[config.mk]
export PLATFORM = sky130hd
export DESIGN_NAME = spike_aer_vote_decoder
export DESIGN_NICKNAME = d
export VERILOG_FILES = /design/src/rtl/spike_aer_vote_decoder_pkg.sv /design/src/rtl/spike_sat_counter_bank.sv /design/src/rtl/spike_aer_vote_decoder.sv
export SDC_FILE = /design/constraint.sdc
export NUM_CORES = 1
export LEC_CHECK = 0
export BUFFER_PORTS_ARGS = -buffer_cell sky130_fd_sc_hd__buf_2
export CORE_MARGIN = 1.5
export CORE_UTILIZATION = 40
export DETAILED_ROUTE_END_ITERATION = 8
export PLACE_DENSITY = 0.63
export SLEW_MARGIN = 40
export SYNTH_ARGS = -nofsm -noshare
export SYNTH_HDL_FRONTEND = slang
export SYNTH_SLANG_ARGS = --single-unit
[constraint.sdc]
create_clock -name clk -period 6.5 [get_ports clk]
set_input_delay 0.65 -clock clk [delete_from_list [all_inputs] [get_ports clk]]
set_output_delay 0.65 -clock clk [all_outputs]
set_load 0.05 [all_outputs]
[src/rtl/spike_aer_vote_decoder_pkg.sv]
// Shared constants for the AER vote decoder: address width, defaults and FSM state encodings.
package spike_aer_vote_decoder_pkg;

  localparam int unsigned AerWidth      = 6;
  localparam int unsigned DefNumNeurons = 40;
  localparam int unsigned DefCntWidth   = 8;

  localparam logic [1:0] StCollect = 2'd0;
  localparam logic [1:0] StScan    = 2'd1;
  localparam logic [1:0] StDone    = 2'd2;

endpackage

[src/rtl/spike_sat_counter_bank.sv]
// Register array of saturating per-neuron spike counters with single-cycle clear and an indexed
// combinational read port.
module spike_sat_counter_bank
  import spike_aer_vote_decoder_pkg::*;
#(
  parameter int unsigned NumNeurons = DefNumNeurons,
  parameter int unsigned CntWidth   = DefCntWidth
) (
  input  logic                clk_i,
  input  logic                rst_ni,
  input  logic                inc_i,
  input  logic [AerWidth-1:0] inc_idx_i,
  input  logic                clr_i,
  input  logic [AerWidth-1:0] rd_idx_i,
  output logic [CntWidth-1:0] rd_data_o
);

  logic [CntWidth-1:0] cnt_q [NumNeurons];

  always_ff @(posedge clk_i or negedge rst_ni) begin
    if (!rst_ni) begin
      for (int i = 0; i < NumNeurons; i++) cnt_q[i] <= '0;
    end else begin
      for (int i = 0; i < NumNeurons; i++) begin
        if (clr_i) begin
          cnt_q[i] <= '0;
        end else if (inc_i && (inc_idx_i == AerWidth'(i)) && (cnt_q[i] != '1)) begin
          cnt_q[i] <= cnt_q[i] + 1'b1;
        end
      end
    end
  end

  // Out-of-range read indices return zero.
  always_comb begin
    rd_data_o = '0;
    for (int i = 0; i < NumNeurons; i++) begin
      if (rd_idx_i == AerWidth'(i)) rd_data_o = cnt_q[i];
    end
  end

endmodule

[src/rtl/spike_aer_vote_decoder.sv]
// AER spike receiver: counts spikes per neuron over a window of step pulses, then scans for the
// arg-max neuron and offers it downstream with a valid/ready handshake.
module spike_aer_vote_decoder
  import spike_aer_vote_decoder_pkg::*;
#(
  parameter int unsigned NUM_NEURONS  = DefNumNeurons,
  parameter int unsigned CNT_WIDTH    = DefCntWidth,
  parameter int unsigned STEP_WINDOWS = 1
) (
  input  logic                 clk,
  input  logic                 rst_n,
  input  logic                 spike_in,
  input  logic [AerWidth-1:0]  spike_AER,
  input  logic                 current_step_finished,
  input  logic                 class_ready,
  output logic                 class_valid,
  output logic [AerWidth-1:0]  class_idx,
  output logic [CNT_WIDTH-1:0] max_count,
  output logic                 spike_dropped
);

  localparam int unsigned StepW = (STEP_WINDOWS > 1) ? $clog2(STEP_WINDOWS) : 1;

  logic [1:0]           state_q, state_d;
  logic [StepW-1:0]     step_q, step_d;
  logic [AerWidth-1:0]  scan_idx_q, scan_idx_d;
  logic [AerWidth-1:0]  best_idx_q, best_idx_d;
  logic [AerWidth-1:0]  class_idx_q, class_idx_d;
  logic [CNT_WIDTH-1:0] best_cnt_q, best_cnt_d;
  logic [CNT_WIDTH-1:0] max_count_q, max_count_d;
  logic                 class_valid_q, class_valid_d;
  logic                 dropped_q, dropped_d;
  logic [CNT_WIDTH-1:0] rd_data;
  logic                 in_range, cnt_inc, handshake;

  assign in_range  = {1'b0, spike_AER} < (AerWidth + 1)'(NUM_NEURONS);
  assign cnt_inc   = (state_q == StCollect) && spike_in && in_range;
  assign handshake = (state_q == StDone) && class_valid_q && class_ready;

  spike_sat_counter_bank #(
    .NumNeurons (NUM_NEURONS),
    .CntWidth   (CNT_WIDTH)
  ) u_bank (
    .clk_i     (clk),
    .rst_ni    (rst_n),
    .inc_i     (cnt_inc),
    .inc_idx_i (spike_AER),
    .clr_i     (handshake),
    .rd_idx_i  (scan_idx_q),
    .rd_data_o (rd_data)
  );

  always_comb begin
    state_d       = state_q;
    step_d        = step_q;
    scan_idx_d    = scan_idx_q;
    best_idx_d    = best_idx_q;
    best_cnt_d    = best_cnt_q;
    class_idx_d   = class_idx_q;
    max_count_d   = max_count_q;
    class_valid_d = class_valid_q;
    unique case (state_q)
      StCollect: begin
        if (current_step_finished) begin
          if (step_q == StepW'(STEP_WINDOWS - 1)) begin
            state_d    = StScan;
            step_d     = '0;
            scan_idx_d = '0;
            best_idx_d = '0;
            best_cnt_d = '0;
          end else begin
            step_d = step_q + 1'b1;
          end
        end
      end
      StScan: begin
        // Strict compare keeps the lowest index on ties.
        if (rd_data > best_cnt_q) begin
          best_cnt_d = rd_data;
          best_idx_d = scan_idx_q;
        end
        scan_idx_d = scan_idx_q + 1'b1;
        if (scan_idx_q == AerWidth'(NUM_NEURONS - 1)) begin
          state_d     = StDone;
          class_idx_d = best_idx_d;
          max_count_d = best_cnt_d;
        end
      end
      StDone: begin
        if (handshake) begin
          state_d       = StCollect;
          class_valid_d = 1'b0;
        end else begin
          class_valid_d = 1'b1;
        end
      end
      default: state_d = StCollect;
    endcase
  end

  always_comb begin
    dropped_d = dropped_q;
    if (handshake) begin
      dropped_d = 1'b0;
    end else if ((spike_in && !cnt_inc) ||
                 (current_step_finished && (state_q != StCollect))) begin
      dropped_d = 1'b1;
    end
  end

  always_ff @(posedge clk or negedge rst_n) begin
    if (!rst_n) begin
      state_q       <= StCollect;
      step_q        <= '0;
      scan_idx_q    <= '0;
      best_idx_q    <= '0;
      best_cnt_q    <= '0;
      class_idx_q   <= '0;
      max_count_q   <= '0;
      class_valid_q <= 1'b0;
      dropped_q     <= 1'b0;
    end else begin
      state_q       <= state_d;
      step_q        <= step_d;
      scan_idx_q    <= scan_idx_d;
      best_idx_q    <= best_idx_d;
      best_cnt_q    <= best_cnt_d;
      class_idx_q   <= class_idx_d;
      max_count_q   <= max_count_d;
      class_valid_q <= class_valid_d;
      dropped_q     <= dropped_d;
    end
  end

  assign class_valid   = class_valid_q;
  assign class_idx     = class_idx_q;
  assign max_count     = max_count_q;
  assign spike_dropped = dropped_q;

endmodule

==> summary.txt, run 1 <==
Logic synthesis
  – EDFF count, synth: 0
  – Syn Area/Cell: 8.78 um^2
  – Ys flop type: dfrtp_1
  – Post-synthesis sequential area ratio: 40.8%
  – Syn Nets: 2561
  – Synth Cell Area: 21900 um^2
  – Synth Register Bits: 358
  – Ys async rst share: 100%
  – Cell variety after synth: between 90 and 100
  – Post-Syn Instances: 2498
  – Synth warn: 0

Global route
  – GRT Total Usage: roughly 28%
  – Initial antenna violation count: 1
  – GR Overflow Total: 0
  – GR peak layer: met2
  – Number of global-route vias before repair: 19347
  – GR Layer Usage met2: ~45%
  – First-pass GRT wire length: 121000 um
  – Met3 usage: 4.97%
  – Met1 usage: 36.5%
  – Largest net degree at the start of global routing: 149

Die
  – Core ar.: around 54000 um^2
  – Effective utilization at floorplan: 40.6%
  – DIE AREA: 56300 um^2
  – Ports: 27
  – Die X: roughly 240 um
  – Die Ht: around 240 um
  – Row Count: 85

Power
  – Register share of total power: 28.5%
  – Sw Ratio: a little over two fifths
  – Net Sw Power: 3740 uW
  – Logic pwr share: 42.9%
  – Worst vdd ir: slightly above 500 uV
  – Clock share of power: 28.6%
  – Tot Pwr: 8770 uW
  – Internal: 5030 uW
  – Lkg Pwr: 0.0110 uW
  – Power Dens Cells: 360 nW/um^2

Clocking
  – Resized Gates After CTS: 0
  – Clock Latency Late Sink: roughly 600 ps
  – CTS Buf Count: 43
  – Sink Count: ~360
  – CTS tree: built
  – Htree depth: 2
  – Longest Clk Path Bufs: 3
  – Worst-path clk slew: ~60 ps
  – Clock Tree Root: clkbuf_16

Drt
  – Post-DRT Antenna Nets: 0
  – DRT Wirelength: 79200 um
  – WL/cell: between 20 and 25 um
  – 1st-iter DRT viols: approximately 1900
  – DR vias: 19886
  – DRC viols: 0
  – Vias per inst: 6.16
  – Drt first pass iters: 8

Finish
  – ANT cells: 0
  – Final Util: 45.1%
  – Area growth syn-to-layout: 11.0%
  – Storage cell area: 8960 um^2
  – Share of post-route cells with drive strength above 1: 8.09%
  – Filler Cell Count: approximately 5300
  – Design Area, Final: 24400 um^2
  – Fin nets: 2562
  – Area occupied by multi-input gates: 12400 um^2

Run status
  – Outcome: finished, final reports clean

STA
  – FMAX: roughly 170 MHz
  – Max Slew Vio Count: 0
  – Setup TNS: 0 ps
  – Worst-Margin Slew: 870 ps
  – RSZ-0062 raised after global routing: false
  – Period utilisation layout: 90.5%
  – Worst slew margin relative to its limit: 41.5%
  – Final hold vios: 0
  – Final worst path period need: 5880 ps
  – # setup viols final: 0
  – Setup Skew: 30.8 ps
  – Final WS setup: 617 ps

Placement
  – HPWL after detailed placement: 59500 um
  – Dpl cell area: approximately 23000 um^2
  – PortBufs: 26
  – Routability cong.: 1.06
  – Pre-CTS setup slack: around 800 ps

Critical path
  – Crit-path max cell delay: 770 ps
  – Crit path capture type: register
  – Cell count of the worst reg-to-reg path: 17
  – Worst setup path category: reg2reg
  – CP max FO: 18
  – Top Family by Delay on Critical Path: simple AND/OR/NAND/NOR gates
  – Worst Path Buf+Inv: 0
  – Slowest cell on the critical path: ha_1
  – Crit path top cell by count: nor2_1
  – WP data required: roughly 7000 ps
  – CP cell instances: ha_1, nand3b_1, nor2_1, nor4_1, a211oi_1, o211ai_1, a31oi_1, nand2_1, ha_1, nand4_1, nor3_1, nor2_1, a21oi_1, nor2_1, nand2_1, a21oi_1, a211o_1
  – CP startpoint kind: register
  – CP Depth: 17
  – Worst Path Arrival: 6360 ps

Flow run
  – Max-cap viol count: 0

Hold path
  – Worst Hold Class: in2reg
  – Hold path depth: 3
[timing repair]
item | 4_1_cts | 5_1_grt
endpoints found under the hold margin | 0 | 40
hold buffers | 0 | 1
setup buffers | 0 | 0
[layout by cell type (no fill, tap or decap), drive strengths merged, types with 59 or more instances in the layout]
cell type,netlist,layout
a21oi,70,70
and3,82,82
buf,37,64
clkbuf,72,59
dfrtp,358,358
nand2,266,266
nand3,85,85
nand4,101,101
nor2,439,439
nor3,75,75
o21ai,84,84
xnor2,74,74
xor2,180,180
[power groups by stage]
stage,logic [uW],registers (uW),clock network (uW)
after floorplan,2420,2560,0
after global placement,3610,2530,0
after detailed placement,3620,2540,0
after CTS,3630,2500,2570
after global routing,3980,2510,2660
final,3760,2500,2510
[cell families (layout without fill, tap and decap cells)]
| group | after synthesis | in the layout | share of synthesized area [%] |
|---|---|---|---|
| and+or+nand+nor | 1216 | 1216 | 27.0 |
| AOI/OAI and AO/OA | 432 | 432 | 14.0 |
| DFF | 358 | 358 | 40.8 |
| xor gates and xnor gates | 254 | 254 | 10.1 |
| buffers and inverters | 144 | 179 | 3.05 |
| adders and majority gates | 52 | 52 | 2.97 |
| muxes | 42 | 42 | 1.93 |
[routing by layer]
| metal | routed length (um) | vias up |
|---|---|---|
| met5 | 0 | - |
| met4 | 4370 | 0 |
| met3 | 5360 | 211 |
| met2 | 36400 | 861 |
| met1 | 33100 | 9831 |
| li1 | - | 8983 |
[registers in the layout, indices dropped and copies added (netlist names)]
| name | flops |
|---|---|
| u_bank.cnt_q | 320 |
| max_count | 8 |
| best_cnt_q | 8 |
| class_valid | 1 |
| class_idx | 6 |
| state_q | 2 |
| best_idx_q | 6 |
| scan_idx_q | 6 |
| spike_dropped | 1 |
[Yosys cell counts, types with 13 or more instances]
library cell / instances / area [um^2]
nor2_1: 432 / 1620
dfrtp_1: 358 / 8960
nand2_1: 262 / 983
xor2_1: 180 / 1580
nand4_1: 101 / 632
nand3_1: 85 / 425
and3_1: 80 / 500
o21ai_0: 76 / 380
xnor2_1: 74 / 648
clkbuf_1: 70 / 263
a21oi_1: 69 / 345
nor3_1: 69 / 345
ha_1: 52 / 651
mux2i_1: 41 / 410
or3_1: 38 / 238
inv_1: 35 / 131
o22ai_1: 27 / 169
a22o_1: 22 / 193
a31oi_1: 22 / 138
a211oi_1: 20 / 150
buf_2: 19 / 95.1
nand2b_1: 18 / 113
a221oi_1: 17 / 149
a311oi_1: 17 / 149
a21o_1: 14 / 105
nor2b_1: 14 / 87.6
o211ai_1: 13 / 97.6
o31ai_1: 13 / 97.6
[layout make-up]
| class | count | share of cell area [%] |
|---|---|---|
| Tap cell | 696 | 3.57 |
| Timing Repair Buffer | 65 | 2.21 |
| Sequential cell | 358 | 36.8 |
| Clock buffer | 59 | 5.00 |
| Inverter | 35 | 0.539 |
| Multi-Input combinational cell | 1996 | 50.9 |
| Clock inverter | 20 | 1.03 |
[stage by stage]
| stage | cells | hold WS [ps] |
|---|---|---|
| 2_1_floorplan | 2498 | 354 |
| 4_1_cts | 3227 | 158 |
| 3_3_place_gp | 3146 | 471 |
| 5_1_grt | 3229 | 419 |
| 3_5_place_dp | 3148 | 474 |
| 6_report | 3229 | 407 |
[path summary, 6_finish.rpt]
path / start / to / slack (ps)
max: scan_idx_q[1] / best_cnt_q[5] / 620
min: current_step_finished / spike_dropped / 410
max reg2reg: scan_idx_q[1] / best_cnt_q[5] / 620
min reg2reg: class_idx[3] / class_idx[3] / 480
max in group asynchronous: rst_n / u_bank.cnt_q[297] / 4500
min in group asynchronous: rst_n / u_bank.cnt_q[85] / 550
[worst min-delay path: cells and delay by family]
kind / cells / cell delay [ps]
buffers and inverters: 1 / 130
AOI/OAI and AO/OA: 2 / 160
Power figures use the tool's default switching activity.
==> run 2: changes to the inputs <==
--- a/config.mk
+++ b/config.mk
@@ -5,6 +5,7 @@
 export SDC_FILE = /design/constraint.sdc
 export NUM_CORES = 1
 export LEC_CHECK = 0
+export ABC_AREA = 1
 export BUFFER_PORTS_ARGS = -buffer_cell sky130_fd_sc_hd__buf_2
 export CORE_MARGIN = 1.5
 export CORE_UTILIZATION = 40
==> run 2 against run 1 <==
Effect of this change: critical path type unchanged; hold slack worse by 380 ps; via count is 0.17% higher; largest cell class unchanged; combinational power rose by 25%; first-iteration DRC count is 22% lower; sequential power increased by 14%; critical path depth rose by 40; global-route usage fell by 6.4 points.
==> summary.txt, run 2 <==
Run status
  – Outcome: finished, final reports clean

STA
  – Worst-Margin Slew: 831 ps (-38.7 ps)
  – Worst slew margin relative to its limit: 44.4% (+2.9 points)
  – Max Slew Vio Count: 0 (unchanged)
  – Worst hold slack: 24.4 ps (-382 ps)
  – Final worst path period need: 5870 ps (-10.4 ps)
  – Final hold vios: 0 (unchanged)
  – Period utilisation layout: 90.4% (-0.16 points)
  – FMAX: 170 MHz (+0.18%)
  – Setup TNS: 0 ps (unchanged)
  – RSZ-0062 raised after global routing: false
  – Setup Skew: 22.9 ps (-7.92 ps)
  – # setup viols final: 0 (unchanged)

Clocking
  – Longest Clk Path Bufs: 3 (unchanged)
  – Clock Tree Root: clkbuf_16
  – CTS tree: built
  – Sink Count: 358 (unchanged)
  – Cts hold-fix bufs: 0 (unchanged)
  – Htree depth: 2 (unchanged)
  – Postcts setup bufs: 0 (unchanged)
  – Worst-path clk slew: 60 ps (about the same)
  – CTS Buf Count: 43 (unchanged)
  – Clock Latency Late Sink: 580 ps (-20 ps)

Flow run
  – Max-cap viol count: 0 (unchanged)

Drt
  – DR vias: 19920 (+0.17%)
  – WL met3: 3290 um (-39%)
  – Drt first pass iters: 5 (-3)
  – WL/cell: 15.8 um (-36%)
  – Vias per inst: 5.24 (-15%)
  – M1 WL: 28600 um (-14%)
  – Uppermost layer routed: met4
  – DRC viols: 0 (unchanged)
  – 1st-iter DRT viols: 1484 (-22%)
  – Post-DRT Antenna Nets: 0 (unchanged)
  – DRT Wirelength: 60000 um (-24%)
  – WL met2: 26700 um (-27%)

Finish
  – Max reg flops: 320 (unchanged)
  – Fin nets: 3147 (+23%)
  – Area growth syn-to-layout: 11.2%
  – Share of post-route cells with drive strength above 1: 5.30% (-2.8 points)
  – Design Area, Final: 23900 um^2 (-1.7%)
  – Most frequent cells in the layout: nand2_1, inv_1, dfrtp_1
  – Filler Cell Count: 5285 (-0.019%)
  – Final cell count without fillers: 3803 (+18%)
  – Leading cell type in the layout, fill and taps excluded: nand2_1
  – ANT cells: 0 (unchanged)
  – Most flop-heavy register: u_bank.cnt_q

Logic synthesis
  – Post-synthesis sequential area ratio: 41.6% (+0.77 points)
  – Synth Cell Area: 21500 um^2 (-1.8%)
  – Syn Area/Cell: 7.03 um^2 (-20%)
  – Synth Register Bits: 358 (unchanged)
  – Synth area leader: dfrtp_1
  – Post-synth top area share: 41.6% (+0.77 points)
  – Count leader, synth: nand2_1
  – Synth top area cells: dfrtp_1, nand2_1, inv_1
  – Ys async rst share: 100% (unchanged)
  – Syn Nets: 3126 (+22%)
  – Cell variety after synth: 46 (-54%)
  – Post-Syn Instances: 3063 (+23%)
  – Synth warn: 0 (unchanged)
  – EDFF count, synth: 0 (unchanged)
  – Post-synth top cells: nand2_1, inv_1, dfrtp_1, nor2_1, o21ai_0
  – Ys flop type: dfrtp_1

Power
  – Lkg Pwr: 0.0119 uW (+9.0%)
  – Worst vdd ir: 502 uV (-1.8%)
  – Power Dens Cells: 417 nW/um^2 (+16%)

Critical path
  – Reg2reg end: class_idx[1]
  – Crit path capture type: register
  – R2r startpoint: scan_idx_q[4]
  – WP data required: 6920 ps (-60 ps)
  – Flop2flop setup slack: 630 ps (about the same)
  – CP max FO: 19 (+1)
  – Crit path top cell by count: nand2_1
  – Slowest cell on the critical path: dfrtp_1
  – Worst Path Arrival: 6290 ps (-70 ps)
  – CP startpoint kind: register
  – Worst setup path category: reg2reg
  – Critical Path Source: scan_idx_q[4]
  – Cell count of the worst reg-to-reg path: 57 (+40)
  – Crit-path max cell delay: 450 ps (-320 ps)

Die
  – Die Ht: 235 um (-0.92%)
  – Core ar.: 52900 um^2 (-2.1%)
  – Row Count: 84 (-1.2%)
  – Die X: 235 um (-0.92%)
  – DIE AREA: 55200 um^2 (-1.8%)
  – Effective utilization at floorplan: 40.7% (+0.13 points)
  – Ports: 27 (unchanged)

Global route
  – Initial antenna violation count: 0 (-1)
  – GRT Total Usage: 21.8% (-6.4 points)
  – Largest net degree at the start of global routing: 103 (-31%)
  – Number of global-route vias before repair: 18701 (-3.3%)
  – GR Overflow Total: 0 (unchanged)
  – First-pass GRT wire length: 98300 um (-19%)

Placement
  – Routability cong.: 0.886 (-17%)
  – Dpl cell area: 22500 um^2 (-1.2%)
  – HPWL after detailed placement: 43000 um (-28%)
  – Placed cells: 3727 (+18%)
  – PortBufs: 26 (unchanged)

Hold path
  – Worst Hold Class: in2async
## run 2: layout make-up
type | instances | area, um^2 | share of cell area (%)
clock buffer | 59 | 1220 | 5.08
tap | 688 | 861 | 3.60
multi-input combinational | 2129 | 10400 | 43.6
clock inverter | 17 | 194 | 0.810
sequential | 358 | 8960 | 37.4
inverter | 499 | 1880 | 7.83
timing repair buffer | 53 | 399 | 1.67
## run 2: where the power goes
part / internal [uW] / switching, uW / total, uW / leakage, uW
Clock: 1460 / 995 / 2460 / 0.000697
Combinational: 1510 / 3170 / 4690 / 0.00715
Sequential: 2580 / 275 / 2850 / 0.00409
Total: 5550 / 4440 / 9990 / 0.0119
## run 2: worst max path at each step
| stage | endpoint | slack [ps] | depth (start not counted) |
|---|---|---|---|
| 6_report | class_idx[1] | 630 | 57 |
| 5_1_grt | class_idx[4] | 1 | 57 |
| 4_1_cts | class_idx[0] | 540 | 45 |
| 3_5_place_dp | class_idx[0] | 580 | 45 |
| 3_3_place_gp | class_idx[1] | 610 | 45 |
| 2_1_floorplan | class_idx[2] | 1900 | 60 |
## run 2: critical path, delay by kind of cell, from the launching register on
| kind | cells | cell delay, ps |
|---|---|---|
| buf+inv | 4 | 670 |
| flops | 1 | 450 |
| fa+ha+maj | 1 | 280 |
| simple gates | 47 | 3510 |
| compound gates | 5 | 770 |
## run 2: per-stage QoR
stage / utilization (%) / setup slack (ps) / total power, uW
floorplan: - / 1900 / 6160
detailed placement: 42.6 / 584 / 7500
global placement: 42.5 / 606 / 7500
finish: 45.3 / 627 / 9990
CTS: 45.2 / 541 / 10000
global route: 45.3 / 1.38 / 11000
## run 2: repair_timing
| action | 4_1_cts | 5_1_grt |
|---|---|---|
| gates resized for setup | 0 | 6 |
| endpoints found under the hold margin | 0 | 0 |
| endpoints found under the setup margin | 0 | 8 |
## run 2: kinds of logic (layout without fill, tap and decap cells)
kind of cell	count (synthesis)	in the layout	synth area share, %
and+or+nand+nor	1382	1382	27.3
buffers and inverters	576	628	10.2
DFF	358	358	41.6
adders and majority gates	52	52	3.02
xor gates and xnor gates	14	14	0.569
AOI/OAI and AO/OA	681	681	17.3
## run 2: routing by layer
metal  GRT usage, %  vias to the layer above
met5              0                        -
met4           6.79                        0
met3           2.49                       88
met2           34.6                      507
met1           31.1                     9217
li1               -                    10108
==> run 3: changes to the inputs <==
--- a/config.mk
+++ b/config.mk
@@ -9,9 +9,12 @@
 export BUFFER_PORTS_ARGS = -buffer_cell sky130_fd_sc_hd__buf_2
 export CORE_MARGIN = 1.5
 export CORE_UTILIZATION = 40
+export CTS_CLUSTER_DIAMETER = 30
 export DETAILED_ROUTE_END_ITERATION = 8
 export PLACE_DENSITY = 0.63
+export SETUP_SLACK_MARGIN = 0.2
 export SLEW_MARGIN = 40
 export SYNTH_ARGS = -nofsm -noshare
 export SYNTH_HDL_FRONTEND = slang
+export SYNTH_HIERARCHICAL = 1
 export SYNTH_SLANG_ARGS = --single-unit
==> run 3 against run 2 <==
Effect of this change: combinational power fell by 47%; cell area rose by 7.0%; area after synthesis fell by 2.3%; via count rose by 2.0%; maximum frequency rose by 18%; largest cell class unchanged; critical path type unchanged; routed wire length rose by 4.7%; setup slack improved by 920 ps; sequential share of layout area fell by 2.5 points; core utilization rose by 4.4 points.
==> summary.txt, run 3 <==
Clocking
  – Longest Clk Path Bufs: 3 (unchanged)
  – Clock Latency Late Sink: 660 ps (+80 ps)
  – CTS tree: built
  – Clock Tree Root: clkbuf_16
  – Postcts setup bufs: 0 (unchanged)
  – Worst-path clk slew: 50 ps (about the same)
  – Cts hold-fix bufs: 1 (+1)
  – CTS Buf Count: 99 (+130%)
  – Sink Count: 358 (unchanged)
  – Htree depth: 3 (+1)
  – Resized Gates After CTS: 0 (unchanged)

Finish
  – Leading cell type in the layout, fill and taps excluded: nand2_1
  – Fin nets: 3023 (-3.9%)
  – Most flop-heavy register: u_bank/cnt_q
  – Share of post-route cells with drive strength above 1: 9.45% (+4.2 points)
  – Max reg flops: 320 (unchanged)
  – ANT cells: 0 (unchanged)
  – Area growth syn-to-layout: 21.8%
  – Most frequent cells in the layout: nand2_1, inv_1, dfrtp_1

Die
  – Ports: 27 (unchanged)
  – DIE AREA: 54000 um^2 (-2.3%)
  – Die Ht: 232 um (-1.1%)
  – Row Count: 83 (-1.2%)
  – Die X: 232 um (-1.1%)
  – Core ar.: 51600 um^2 (-2.4%)
  – Effective utilization at floorplan: 40.8% (about the same)

Power
  – Register share of total power: 25.3% (-3.2 points)
  – Logic pwr share: 24.2% (-23 points)
  – Clock share of power: 50.5% (+26 points)
  – Internal: 6730 uW (+21%)
  – Power Dens Cells: 400 nW/um^2 (-4.2%)
  – Lkg Pwr: 0.0120 uW (+0.78%)
  – Worst vdd ir: 230 uV (-54%)
  – Sw Ratio: 34.3% (-10 points)
  – Net Sw Power: 3520 uW (-21%)

Placement
  – Routability cong.: 0.930 (+4.9%)
  – HPWL after detailed placement: 44500 um (+3.4%)
  – PortBufs: 26 (unchanged)
  – Pre-CTS setup slack: 1630 ps (+1050 ps)

Logic synthesis
  – Syn Area/Cell: 7.31 um^2 (+4.0%)
  – Cell variety after synth: 54 (+17%)
  – Count leader, synth: nand2_1
  – Ys async rst share: 100% (unchanged)
  – Post-synth top area share: 42.6% (+0.97 points)
  – Post-synth top cells: nand2_1, inv_1, dfrtp_1, nor2_1, o21ai_0
  – Synth top area cells: dfrtp_1, nand2_1, inv_1
  – Synth area leader: dfrtp_1
  – Post-synthesis sequential area ratio: 42.6% (+0.97 points)
  – Ys flop type: dfrtp_1
  – Syn Nets: 2937 (-6.0%)
  – Post-Syn Instances: 2877 (-6.1%)
  – Synth warn: 6 (+6)
  – Synth Cell Area: 21000 um^2 (-2.3%)
  – Synth Register Bits: 358 (unchanged)
  – EDFF count, synth: 0 (unchanged)

Hold path
  – Worst Hold Class: in2reg

Global route
  – Initial antenna violation count: 1 (+1)
  – GR Overflow Total: 0 (unchanged)
  – GR peak layer: met2
  – Met1 usage: 31.8% (+0.67 points)
  – GR Layer Usage met2: 37.3% (+2.7 points)
  – Largest net degree at the start of global routing: 139 (+35%)
  – Met3 usage: 3.93% (+1.4 points)
  – GRT Total Usage: 23.6% (+1.8 points)
  – First-pass GRT wire length: 102000 um (+3.9%)
  – Number of global-route vias before repair: 19452 (+4.0%)

STA
  – Final hold vios: 0 (unchanged)
  – # setup viols final: 0 (unchanged)
  – Setup Skew: 43.4 ps (+20.5 ps)
  – Final worst path period need: 4960 ps (-915 ps)
  – FMAX: 202 MHz (+18%)
  – Worst slew margin relative to its limit: 42.2% (-2.2 points)
  – RSZ-0062 raised after global routing: false
  – Max Slew Vio Count: 0 (unchanged)
  – Setup TNS: 0 ps (unchanged)
  – Worst-Margin Slew: 864 ps (+33.0 ps)
  – Period utilisation layout: 76.3% (-14 points)
  – Final WS setup: 1540 ps (+915 ps)

Critical path
  – Top Family by Delay on Critical Path: simple AND/OR/NAND/NOR gates
  – Crit-path max cell delay: 600 ps (+150 ps)
  – Crit path top cell by count: nand2_1
  – Worst Path Arrival: 5480 ps (-810 ps)
  – Worst setup path category: reg2reg
  – Worst Path Buf+Inv: 1 (-3)
  – Slowest cell on the critical path: nor2_1
  – CP startpoint kind: register
  – CP max FO: 15 (-4)
  – Crit path capture type: register
  – WP data required: 7020 ps (+100 ps)
  – Flop2flop setup slack: 1540 ps (+920 ps)

Drt
  – Drt first pass iters: 5 (unchanged)
  – 1st-iter DRT viols: 1731 (+17%)
  – Vias per inst: 5.45 (+4.1%)
  – DR vias: 20319 (+2.0%)
  – DRC viols: 0 (unchanged)
  – Post-DRT Antenna Nets: 0 (unchanged)
  – DRT Wirelength: 62800 um (+4.7%)
  – WL/cell: 16.9 um (+6.9%)

Flow run
  – Max-cap viol count: 0 (unchanged)

Run status
  – Outcome: finished, final reports clean
[run 3: cell count changes after synthesis, moves of 10 or more]
cell,delta
nor3_1,+23
nand2_4,+12
a21oi_1,-96
a311oi_1,+16
o21ai_0,-85
a221oi_1,+16
clkbuf_1,-22
o21ai_1,-10
nand2_1,-86
inv_1,-16
nor4_1,+18
nand4_1,+66
nand3_1,-38
nor2_1,+26
[run 3: final timing paths]
check                                    from                end  depth (start not counted)
worst min-delay path                 spike_in      spike_dropped                          3
worst max register to register  scan_idx_q[3]      best_cnt_q[3]                         32
min in group asynchronous               rst_n  u_bank/cnt_q[206]                          2
max in group asynchronous               rst_n       max_count[3]                          5
worst min register to register   class_idx[4]       class_idx[4]                          2
worst max-delay path            scan_idx_q[3]      best_cnt_q[3]                         32
[run 3: final cells by class]
| cell class | count | area (um^2) |
|---|---|---|
| repair buffers | 38 | 310 |
| flip-flops and latches | 358 | 8960 |
| clock inverters | 62 | 892 |
| multi-input cells | 1980 | 10100 |
| well taps | 680 | 851 |
| fillers | 4871 | 26000 |
| clock buffers | 123 | 2710 |
| inverters | 486 | 1830 |
[run 3: cell families after synthesis]
family / share of synthesized area, %
AO/OA/AOI/OAI: 14.0
AND/OR/NAND/NOR: 30.3
buffers and inverters: 9.82
adder cells (fa/ha/maj): 2.91
flip-flops: 42.6
XOR/XNOR: 0.416
[run 3: per-layer routing]
metal | wire length, um | vias to the layer above
li1 | - | 9783
met1 | 27800 | 9723
met2 | 28700 | 671
met3 | 4110 | 140
met4 | 2210 | 2
met5 | 12 | -
[run 3: through the flow]
stage                     util (%)  std cells  instance area (um^2)  power, uW  hold WS, ps
final                         49.7       3727                 25600      10200          275
after floorplan                  -       2877                 21000       4430          354
after CTS                     49.6       3726                 25600      10300          247
after global placement        42.5       3539                 21900       5010          462
after global routing          49.7       3727                 25600      10800          265
after detailed placement      42.6       3540                 22000       5090          465
[run 3: worst register-to-register path, delay by kind of cell, from the launching register on]
family	cells	cell delay, ps
fa+ha+maj	1	330
buf+inv	1	70
flops	1	470
simple gates	30	4000
[run 3: power groups by stage]
stage | sequential [uW] | clock (uW) | combinational [uW]
CTS | 2590 | 5240 | 2480
floorplan | 2700 | 0 | 1730
finish | 2590 | 5170 | 2480
global route | 2620 | 5380 | 2760
global placement | 2610 | 0 | 2390
detailed placement | 2620 | 0 | 2470
